## src/rtl/ram_port_arbiter.sv

```systemverilog
// Shares one RAM port between the core (C) and a secondary master (M).
// C has fixed priority; a starvation counter forces an M grant after MAX_WAIT stalls.
module ram_port_arbiter #(
   parameter int unsigned ADDR_WIDTH = 10,
   parameter int unsigned MAX_WAIT   = 4
) (
   input  logic                  clk,
   input  logic                  rst,
   input  logic                  c_rd_en,
   input  logic                  c_wr_en,
   input  logic [ADDR_WIDTH-1:0] c_addr,
   input  logic [31:0]           c_wr_data,
   input  logic [3:0]            c_wr_strobe,
   output logic                  c_gnt,
   output logic                  c_rd_valid,
   output logic [31:0]           c_rd_data,
   input  logic                  m_rd_en,
   input  logic                  m_wr_en,
   input  logic [ADDR_WIDTH-1:0] m_addr,
   input  logic [31:0]           m_wr_data,
   input  logic [3:0]            m_wr_strobe,
   output logic                  m_gnt,
   output logic                  m_rd_valid,
   output logic [31:0]           m_rd_data,
   output logic                  ram_rd_en,
   output logic                  ram_wr_en,
   output logic [ADDR_WIDTH-1:0] ram_addr,
   output logic [31:0]           ram_wr_data,
   output logic [3:0]            ram_wr_strobe,
   input  logic [31:0]           ram_rd_data,
   output logic [15:0]           conflict_cnt
);

   typedef enum logic {
      PRIO_C,
      FORCE_M
   } state_t;

   localparam logic [7:0] MAX_W = 8'(MAX_WAIT);

   state_t     state, state_next;
   logic [7:0] wait_cnt, wait_next;
   logic       req_c, req_m;
   logic       tag_valid, tag_m;

   assign req_c = c_rd_en | c_wr_en;
   assign req_m = m_rd_en | m_wr_en;

   always_comb begin
      c_gnt      = 1'b0;
      m_gnt      = 1'b0;
      state_next = state;
      wait_next  = wait_cnt;
      if (!rst) begin
         unique case (state)
            PRIO_C: begin
               if (req_c)      c_gnt = 1'b1;
               else if (req_m) m_gnt = 1'b1;
            end
            FORCE_M: begin
               // The forced slot is M's; C only uses it if M has withdrawn.
               if (req_m)      m_gnt = 1'b1;
               else if (req_c) c_gnt = 1'b1;
               state_next = PRIO_C;
            end
            default: state_next = PRIO_C;
         endcase
         if (!req_m || m_gnt)
            wait_next = '0;
         else if (wait_cnt < MAX_W)
            wait_next = wait_cnt + 8'd1;
         // Entering FORCE_M as the counter reaches MAX_WAIT bounds M latency to MAX_WAIT+1.
         if (state == PRIO_C && wait_next == MAX_W)
            state_next = FORCE_M;
      end
   end

   always_comb begin
      ram_addr      = m_gnt ? m_addr      : c_addr;
      ram_wr_data   = m_gnt ? m_wr_data   : c_wr_data;
      ram_wr_strobe = m_gnt ? m_wr_strobe : c_wr_strobe;
      ram_wr_en     = (c_gnt & c_wr_en) | (m_gnt & m_wr_en);
      ram_rd_en     = (c_gnt & c_rd_en & ~c_wr_en) | (m_gnt & m_rd_en & ~m_wr_en);
   end

   assign c_rd_valid = tag_valid & ~tag_m & ~rst;
   assign m_rd_valid = tag_valid &  tag_m & ~rst;
   assign c_rd_data  = ram_rd_data;
   assign m_rd_data  = ram_rd_data;

   always_ff @(posedge clk) begin
      if (rst) begin
         state        <= PRIO_C;
         wait_cnt     <= '0;
         tag_valid    <= 1'b0;
         tag_m        <= 1'b0;
         conflict_cnt <= '0;
      end else begin
         state     <= state_next;
         wait_cnt  <= wait_next;
         tag_valid <= ram_rd_en;
         tag_m     <= m_gnt;
         if (req_c && req_m && conflict_cnt != '1)
            conflict_cnt <= conflict_cnt + 16'd1;
      end
   end

endmodule

```

## config.mk

```make
export PLATFORM = sky130hd
export DESIGN_NAME = ram_port_arbiter
export DESIGN_NICKNAME = d
export VERILOG_FILES = /design/src/rtl/ram_port_arbiter.sv
export SDC_FILE = /design/constraint.sdc
export NUM_CORES = 1
export LEC_CHECK = 0
export BUFFER_PORTS_ARGS = -buffer_cell sky130_fd_sc_hd__buf_4
export CAP_MARGIN = 5
export CORE_ASPECT_RATIO = 1.4
export CORE_MARGIN = 10
export CORE_UTILIZATION = 32
export CTS_BUF_LIST = sky130_fd_sc_hd__clkbuf_8
export CTS_CLUSTER_DIAMETER = 50
export DETAILED_ROUTE_END_ITERATION = 12
export PLACE_DENSITY = 0.79
export SLEW_MARGIN = 10
export SYNTH_ARGS = -nofsm -noshare
export SYNTH_HDL_FRONTEND = slang
export SYNTH_SLANG_ARGS = --single-unit
```

## constraint.sdc

```tcl
create_clock -name clk -period 2 [get_ports clk]
set_clock_uncertainty 0.1 [all_clocks]
set_input_delay 0.1 -clock clk [delete_from_list [all_inputs] [get_ports clk]]
set_output_delay 0.1 -clock clk [all_outputs]
set_load 0.05 [all_outputs]
```

; After elaboration in Yosys (flattened, before gate mapping)
; Cells that the tools add are included.
[word_totals]
reg_bits = 27
input_bits = 130
output_inout_bits = 132
wordCells = 50
[op_classes]
addsub = 2
n_lt_le_gt_ge = 1
eq_ne = 2
mux = 16
n_bitwise = 19
reduce_logical = 5
[ops]
columns = op, n
row1 = 32-bit two-way mux, 1
row2 = 8-bit two-way mux, 3
row3 = "16-bit by 1-bit adder with 16-bit output, second input constant", 1
row4 = "16-bit inequality test, second input constant", 1
row5 = 1-bit AND, 10
row6 = 10-bit two-way mux, 1
row7 = "8-bit by 1-bit adder with 8-bit output, second input constant", 1
row8 = "8-bit by 3-bit equality test with 1-bit output, second input constant", 1
row9 = "8-bit by 3-bit less-than comparator with 1-bit output, second input constant", 1
row10 = 1-bit two-way mux, 8
row11 = 1-bit NOT, 5
row12 = 4-bit two-way mux, 1
row13 = 1-bit OR, 4
row14 = 1-bit case mux with 2 select lines, 2
row15 = 1-bit logical AND, 3
row16 = 1-bit zero test, 1
row17 = 1-bit logical OR, 1

; Longest topological paths before layout
; Gate-level depths: netlist (run 1).
[depth]
depth_word = 11
ltp_mapped = 6
mapped_depth_nobuf = 5

; Worst setup path after synthesis (run 1)
; OpenSTA, ideal clock, no wires.
[synth_path]
kind = reg-to-reg
startpoint = reg conflict_cnt[4]
endpoint = reg conflict_cnt[15]
t_arrival_ps = 2171
setup_slack_ps = -342
stages_incl_launch_ff = 6
path_buffers = 1
synth_period_minus_slack_ps = 2342
path_cell_list = dfxtp_1 > nand4_4 > or4_1 > clkbuf_2 > or4_1 > a21oi_1
[synth_via]
elab_chain_len = 2
word_cells_on_any_way = 3
cone_classes = add/sub (1) / eq/ne (1) / reduce/logical (1)
[synth_lines]
columns = element, line
row1 = "start, declared", 31  ; output logic [15:0] conflict_cnt
row2 = "start signal, assigned", 104  ; conflict_cnt <= conflict_cnt + 16'd1;
row3 = branches (longest 2 deep; another with 16-bit by 1-bit adder with 16-bit output), n/a
; Parallel ways; which one is timed is not known.
; A chain may end at the register's enable or synchronous reset.

; Worst setup path after layout (run 1)
[layout_path]
startpoint = reg conflict_cnt[1]
endpoint = reg conflict_cnt[14]
; Same word-level chain as after synthesis.

==> results of run 1 <==
-- critical path: cells and delay by family, from the launching register on --
family	cells	cell delay, ns
AND/OR/NAND/NOR	3	0.80
flip-flops	1	0.37
multiplexers	1	0.35
adder cells (fa/ha/maj)	1	0.18
-- synthesized netlist by cell type, types with 2 or more instances --
master / instances / share of area
a21oi_1: 12 / 0.025
o21a_1: 2 / 0.0064
inv_1: 6 / 0.0095
ha_1: 2 / 0.011
mux2_2: 52 / 0.25
a211oi_1: 2 / 0.0064
mux2i_1: 2 / 0.0085
nand3_1: 4 / 0.0085
buf_1: 3 / 0.0048
nand4_1: 3 / 0.0080
nor2b_1: 5 / 0.013
clkbuf_1: 5 / 0.0080
or4_1: 5 / 0.016
or3_1: 2 / 0.0053
dfxtp_1: 27 / 0.23
and2_1: 6 / 0.016
nand2_1: 10 / 0.016
o31ai_1: 4 / 0.013
o21ba_2: 2 / 0.0085
nor3b_1: 2 / 0.0064
o21ai_0: 4 / 0.0085
nor4_1: 6 / 0.016
nand2b_1: 3 / 0.0080
buf_4: 64 / 0.20
nor3_1: 6 / 0.013
nor2_1: 16 / 0.025
-- area by class of cell --
class	instances	area (um2)
Fill cell	719	3825
Clock buffer	3	41.29
Clock inverter	1	8.758
Inverter	6	22.52
Antenna cell	1	2.502
Timing Repair Buffer	179	1356
Tap cell	97	121.4
Sequential cell	27	578.1
Multi-Input combinational cell	164	1313
-- state kept, by name (all words and copies together) (netlist names) --
signal / flops
conflict_cnt: 16
state: 1
tag_valid: 1
wait_cnt: 8
tag_m: 1
-- kinds of logic (layout without fill, tap and decap cells) --
logic type | count (synthesis) | count (layout)
XOR/XNOR | 2 | 2
flip-flops | 27 | 27
AND/OR/NAND/NOR | 75 | 75
buffers and inverters | 80 | 189
multiplexers | 54 | 54
adder cells (fa/ha/maj) | 2 | 2
other | 0 | 1
AO/OA/AOI/OAI | 31 | 31
-- where the power goes --
group	total [mW]	internal (mW)	switching, mW
clock network	0.331	0.146	0.185
logic	0.744	0.308	0.436
registers	0.551	0.542	0.00948
total	1.63	0.996	0.630
-- routing by layer --
layer / part of all wire / routed length, um
met1: 0.35 / 3737
met2: 0.45 / 4848
met3: 0.17 / 1811
met4: 0.027 / 289
met5: 0.0019 / 20
-- timing repair --
action | in CTS | in global routing
pin swaps | 1 | 1
resized for setup | 0 | 4
endpoints found under the setup margin | 32 | 3
buffers inserted | 1 | 1
-- layout by cell type (no fill, tap or decap), types with 3 or more instances in the layout --
cell / n
mux2_2: 52
or4_1: 3
o31ai_1: 4
nand2b_1: 3
dfxtp_2: 9
nor3_1: 6
nand4_1: 3
nor4_1: 6
dfxtp_1: 11
nand3_1: 4
inv_1: 6
o21ai_0: 3
nand2_1: 10
nor2b_1: 5
nor2_1: 16
and2_1: 6
a21oi_1: 12
clkbuf_8: 3
dfxtp_4: 7
buf_4: 178
-- stage by stage --
step / setup slack (ns) / TNS, ns / cells / utilization / hold WS [ns]
floorplan: -0.004172 / -0.008336 / 271 / - / 0.2298
global placement: 0.09380 / 0 / 471 / 0.4619 / 0.1005
detailed placement: 0.06072 / 0 / 471 / 0.4619 / 0.1005
CTS: 0.01308 / 0 / 476 / 0.4698 / 0.09892
global route: 0.006585 / 0 / 477 / 0.4734 / 0.09648
finish: 0.09635 / 0 / 478 / 0.4737 / 0.1000
-- path summary, 6_finish.rpt --
path	cells past startpoint	slack, ns	to
setup / recovery	5	0.1	conflict_cnt[14]
hold / removal	0	0.10	m_rd_data[12]
setup reg to reg	5	0.1	conflict_cnt[14]
hold reg to reg	1	0.38	wait_cnt[6]
==> results.cfg, run 1 <==
[route]
ant_nets = 0
drcViolationCount = 0
drt-initial-drc-count = 89
vias_per_cell = 5.008
first_pass_iters = 4
wl_per_cell_um = 22.40
totalWireLength_um = 10710
vias = 2394

[grt]
grt_pass1_wl_um = 15350
grt-ovfl-total = 0
grtUsageMet1 = 0.1913
grt_util_met2 = 0.2792
grtUsageTotal = 0.1791
busiest_layer = met2
grt_antenna_before_repair = 2
grt_start_max_net_pins = 32
use_met3 = 0.1175
grt_pass1_vias = 2550

[critical_path]
cp-startpoint = conflict_cnt[1]
slowest_stage = or4_4
critical_path.endpoint_type = register
start_kind = register
crit_path_max_incr_delay_ns = 0.45
r2r_start = conflict_cnt[1]
worstPathRequired_ns = 2.07
crit_arrival_ns = 1.97
timing.critical_path.cells = ha_2 -> nand2_1 -> or4_4 -> nor4b_4 -> mux2_2
crit_type = reg -> reg
path_max_fanout = 4

[synth]
ys_ff_latch = 27
synth_area_um2 = 2360
synth-xor-area-share = 0.007423
yosysUniqueCellTypes = 42
synth_ff_type = dfxtp_1
syn-num-nets = 403
synth_top_family_by_area = multiplexers
synth.area.mux_share = 0.2566
yosysWarnings = 0
synth_compound_area_frac = 0.08537
ys_async_sr_fraction = 0
syn_inst = 271
synth-simple-area-share = 0.1808
ys_seq_area_frac = 0.2291
synth_edf_count = 0
syn-mean-instance-area_um2 = 8.708
synth_fa_ha_area_frac = 0.01060

[run]
drv_cap = 0

[floorplan]
num_rows = 37
dieWidth_um = 92.58
initial_core_util = 0.3247
ios = 262
die_h_um = 121.6
core_um2 = 7268
dieArea_um2 = 11260

[timing]
fin_crit_ns = 1.904
hold_viol = 0
rsz0062_at_grt = no
setup_violations = 0
worstMarginPinSlew_ns = 0.5365
max_slew_margin = 0.6396
slew_viol_final = 0
post-route-period-util = 0.9518
max_freq_mhz = 525.3

[clock_tree]
clk_pin_slew_ns = 0.09
cts.sinks = 27
htree_levels = 1
holdBufCountCts = 0
cts_tree = built
cts_buffers = 3
cts_max_path_buffers = 2
cts_root_buf = clkbuf_8
clock_latency_ns = 0.28

[place]
gp_congestion = 0.9297
post_dp_cell_area_um2 = 3357
dp_hpwl_um = 9418
portBuffers = 165

[pwr]
p_leak_nw = 1.596
power_density_nw_per_um2 = 472.3
vdd.ir_drop.worst_mv = 0.2889
power_mw = 1.626

[finish]
finalInstanceArea_um2 = 3443
fin_nets = 513
area_growth_pct = 45.92
drive_gt1_frac = 0.6842

[worst_hold_path]
holdCritStartpoint = ram_rd_data[12]
worstHoldPathType = in -> out

[run_status]
status = completed
Note: power is estimated with default switching activity, not from simulation.
==> inputs of run 2 (changes only) <==
MAX_ROUTING_LAYER = met4   (was unset)
==> run 2 against run 1 <==
Net effect:
- first-iteration DRC count down 43%
- combinational power about the same
- clock-buffer cell count unchanged
- largest power group unchanged
- highest routed layer is now met4
==> results.cfg, run 2 (same netlist as run 1, synthesis figures left out) <==
[finish]
regMostFlops = conflict_cnt
fin_nets = 513
largestRegisters = conflict_cnt: 16 flops, wait_cnt: 8 flops
area_growth_pct = 46.13
largest_reg_flops = 16
final_cell_mix = 178 x buf_4, 52 x mux2_2, 16 x nor2_1
final_common_cell = buf_4
drive_gt1_frac = 0.6842
layoutNonFillerInstCount = 480

[pwr]
power_density_nw_per_um2 = 472.5
pwr-share-clk = 0.205
seqPwrFrac = 0.339
power_mw = 1.629
vdd.ir_drop.worst_mv = 0.2912
p_switching_mw = 0.6325
p_sw_frac = 0.3882
intPower_mw = 0.9968
p_leak_nw = 1.596
comb_power_share = 0.456

[floorplan]
initial_core_util = 0.3247
num_rows = 37
ios = 262
dieArea_um2 = 11260
die_h_um = 121.6
core_um2 = 7268
dieWidth_um = 92.58

[clock_tree]
clock_latency_ns = 0.28
cts.sinks = 27
htree_levels = 1
cts_max_path_buffers = 2
clk_pin_slew_ns = 0.10
cts_buffers = 3
cts_tree = built
cts_root_buf = clkbuf_8
holdBufCountCts = 0

[grt]
grt-ovfl-total = 0
grt_start_max_net_pins = 32
grt_pass1_vias = 2570
grtUsageTotal = 0.1840
grt_pass1_wl_um = 15290
grt_antenna_before_repair = 3

[timing]
hold_viol = 0
post-route-period-util = 0.9505
worstMarginPinSlew_ns = 0.5577
fin_crit_ns = 1.901
max_freq_mhz = 526.0
max_slew_margin = 0.6253
setup_violations = 0
rsz0062_at_grt = no
slew_viol_final = 0

[run]
drv_cap = 0

[critical_path]
worstPathRequired_ns = 2.10
path_max_fanout = 8
regToRegEndpoint = conflict_cnt[13]
crit_arrival_ns = 2.01
r2r_start = conflict_cnt[4]
crit_type = reg -> reg
critical_path.endpoint_type = register
reg2reg_slack_ns = 0.1
reg2reg_depth = 4
start_kind = register

[place]
placed_cells = 471
dp_hpwl_um = 9418
gp_congestion = 0.9461
portBuffers = 165

[run_status]
status = completed

[worst_hold_path]
holdPathStages = 0
worstHoldPathType = in -> out
holdCritStartpoint = ram_rd_data[12]
holdPathEnd = m_rd_data[12]

[route]
vias_per_cell = 4.977
first_pass_iters = 4
ant_nets = 0
drcViolationCount = 0
totalWireLength_um = 10730
vias = 2389
wl_per_cell_um = 22.36
drt-initial-drc-count = 51
==> run 2: cell types whose count changed in the layout (fill, tap and decap cells not counted) <==
cell     before  now
diode_2       1    3
==> run 2: layer usage <==
layer / global-route usage / part of all wire / wire length [um]
met2: 0.2801 / 0.45 / 4858
met1: 0.1939 / 0.35 / 3714
met4: 0.06383 / 0.028 / 299
met5: - / 0 / 0
met3: 0.1102 / 0.17 / 1860
==> run 2: worst max path at each step <==
stage | startpoint | to | depth (start not counted)
floorplan | conflict_cnt[4] | conflict_cnt[15] | 5
global placement | conflict_cnt[4] | conflict_cnt[13] | 4
detailed placement | conflict_cnt[4] | conflict_cnt[13] | 4
CTS | conflict_cnt[4] | conflict_cnt[13] | 4
global route | conflict_cnt[1] | conflict_cnt[14] | 5
finish | conflict_cnt[4] | conflict_cnt[13] | 4
==> run 2: layout make-up <==
class	count	area, um2
clock inverters	1	8.758
inverters	6	22.52
flip-flops and latches	27	578.1
diodes	3	7.507
well taps	97	121.4
clock buffers	3	41.29
fillers	723	3820
repair buffers	179	1356
multi-input cells	164	1313
==> run 2: timing repair <==
| item | CTS | global route |
|---|---|---|
| cloned | 0 | 0 |
| hold endpoints to repair | 0 | 0 |
| pin swaps | 1 | 1 |
| buffers inserted | 1 | 1 |
| resized for setup | 0 | 4 |
| endpoints found under the setup margin | 32 | 3 |
==> run 2: power groups by stage <==
stage	logic (mW)	clock network, mW	registers [mW]
finish	0.744	0.334	0.552
global route	0.780	0.363	0.554
CTS	0.745	0.345	0.552
detailed placement	0.741	0	0.565
global placement	0.733	0	0.564
floorplan	0.741	0	0.582
==> run 2: metrics by stage <==
step	utilization	instance area (um2)	setup slack (ns)	setup TNS, ns	hold WS [ns]
floorplan	-	2404	-0.004172	-0.008336	0.2298
global placement	0.4619	3357	0.09380	0	0.1005
detailed placement	0.4619	3357	0.06072	0	0.1005
CTS	0.4698	3415	0.01308	0	0.09892
global route	0.4744	3448	0.006863	0	0.1001
finish	0.4744	3448	0.09898	0	0.1000
==> run 2: worst max-delay path, cell delays in order (launching register included) <==
cell and delay [ns]:
dfxtp_4 0.40, nand4_4 0.11, or4_4 0.57, or4_1 0.48, a21oi_1 0.17
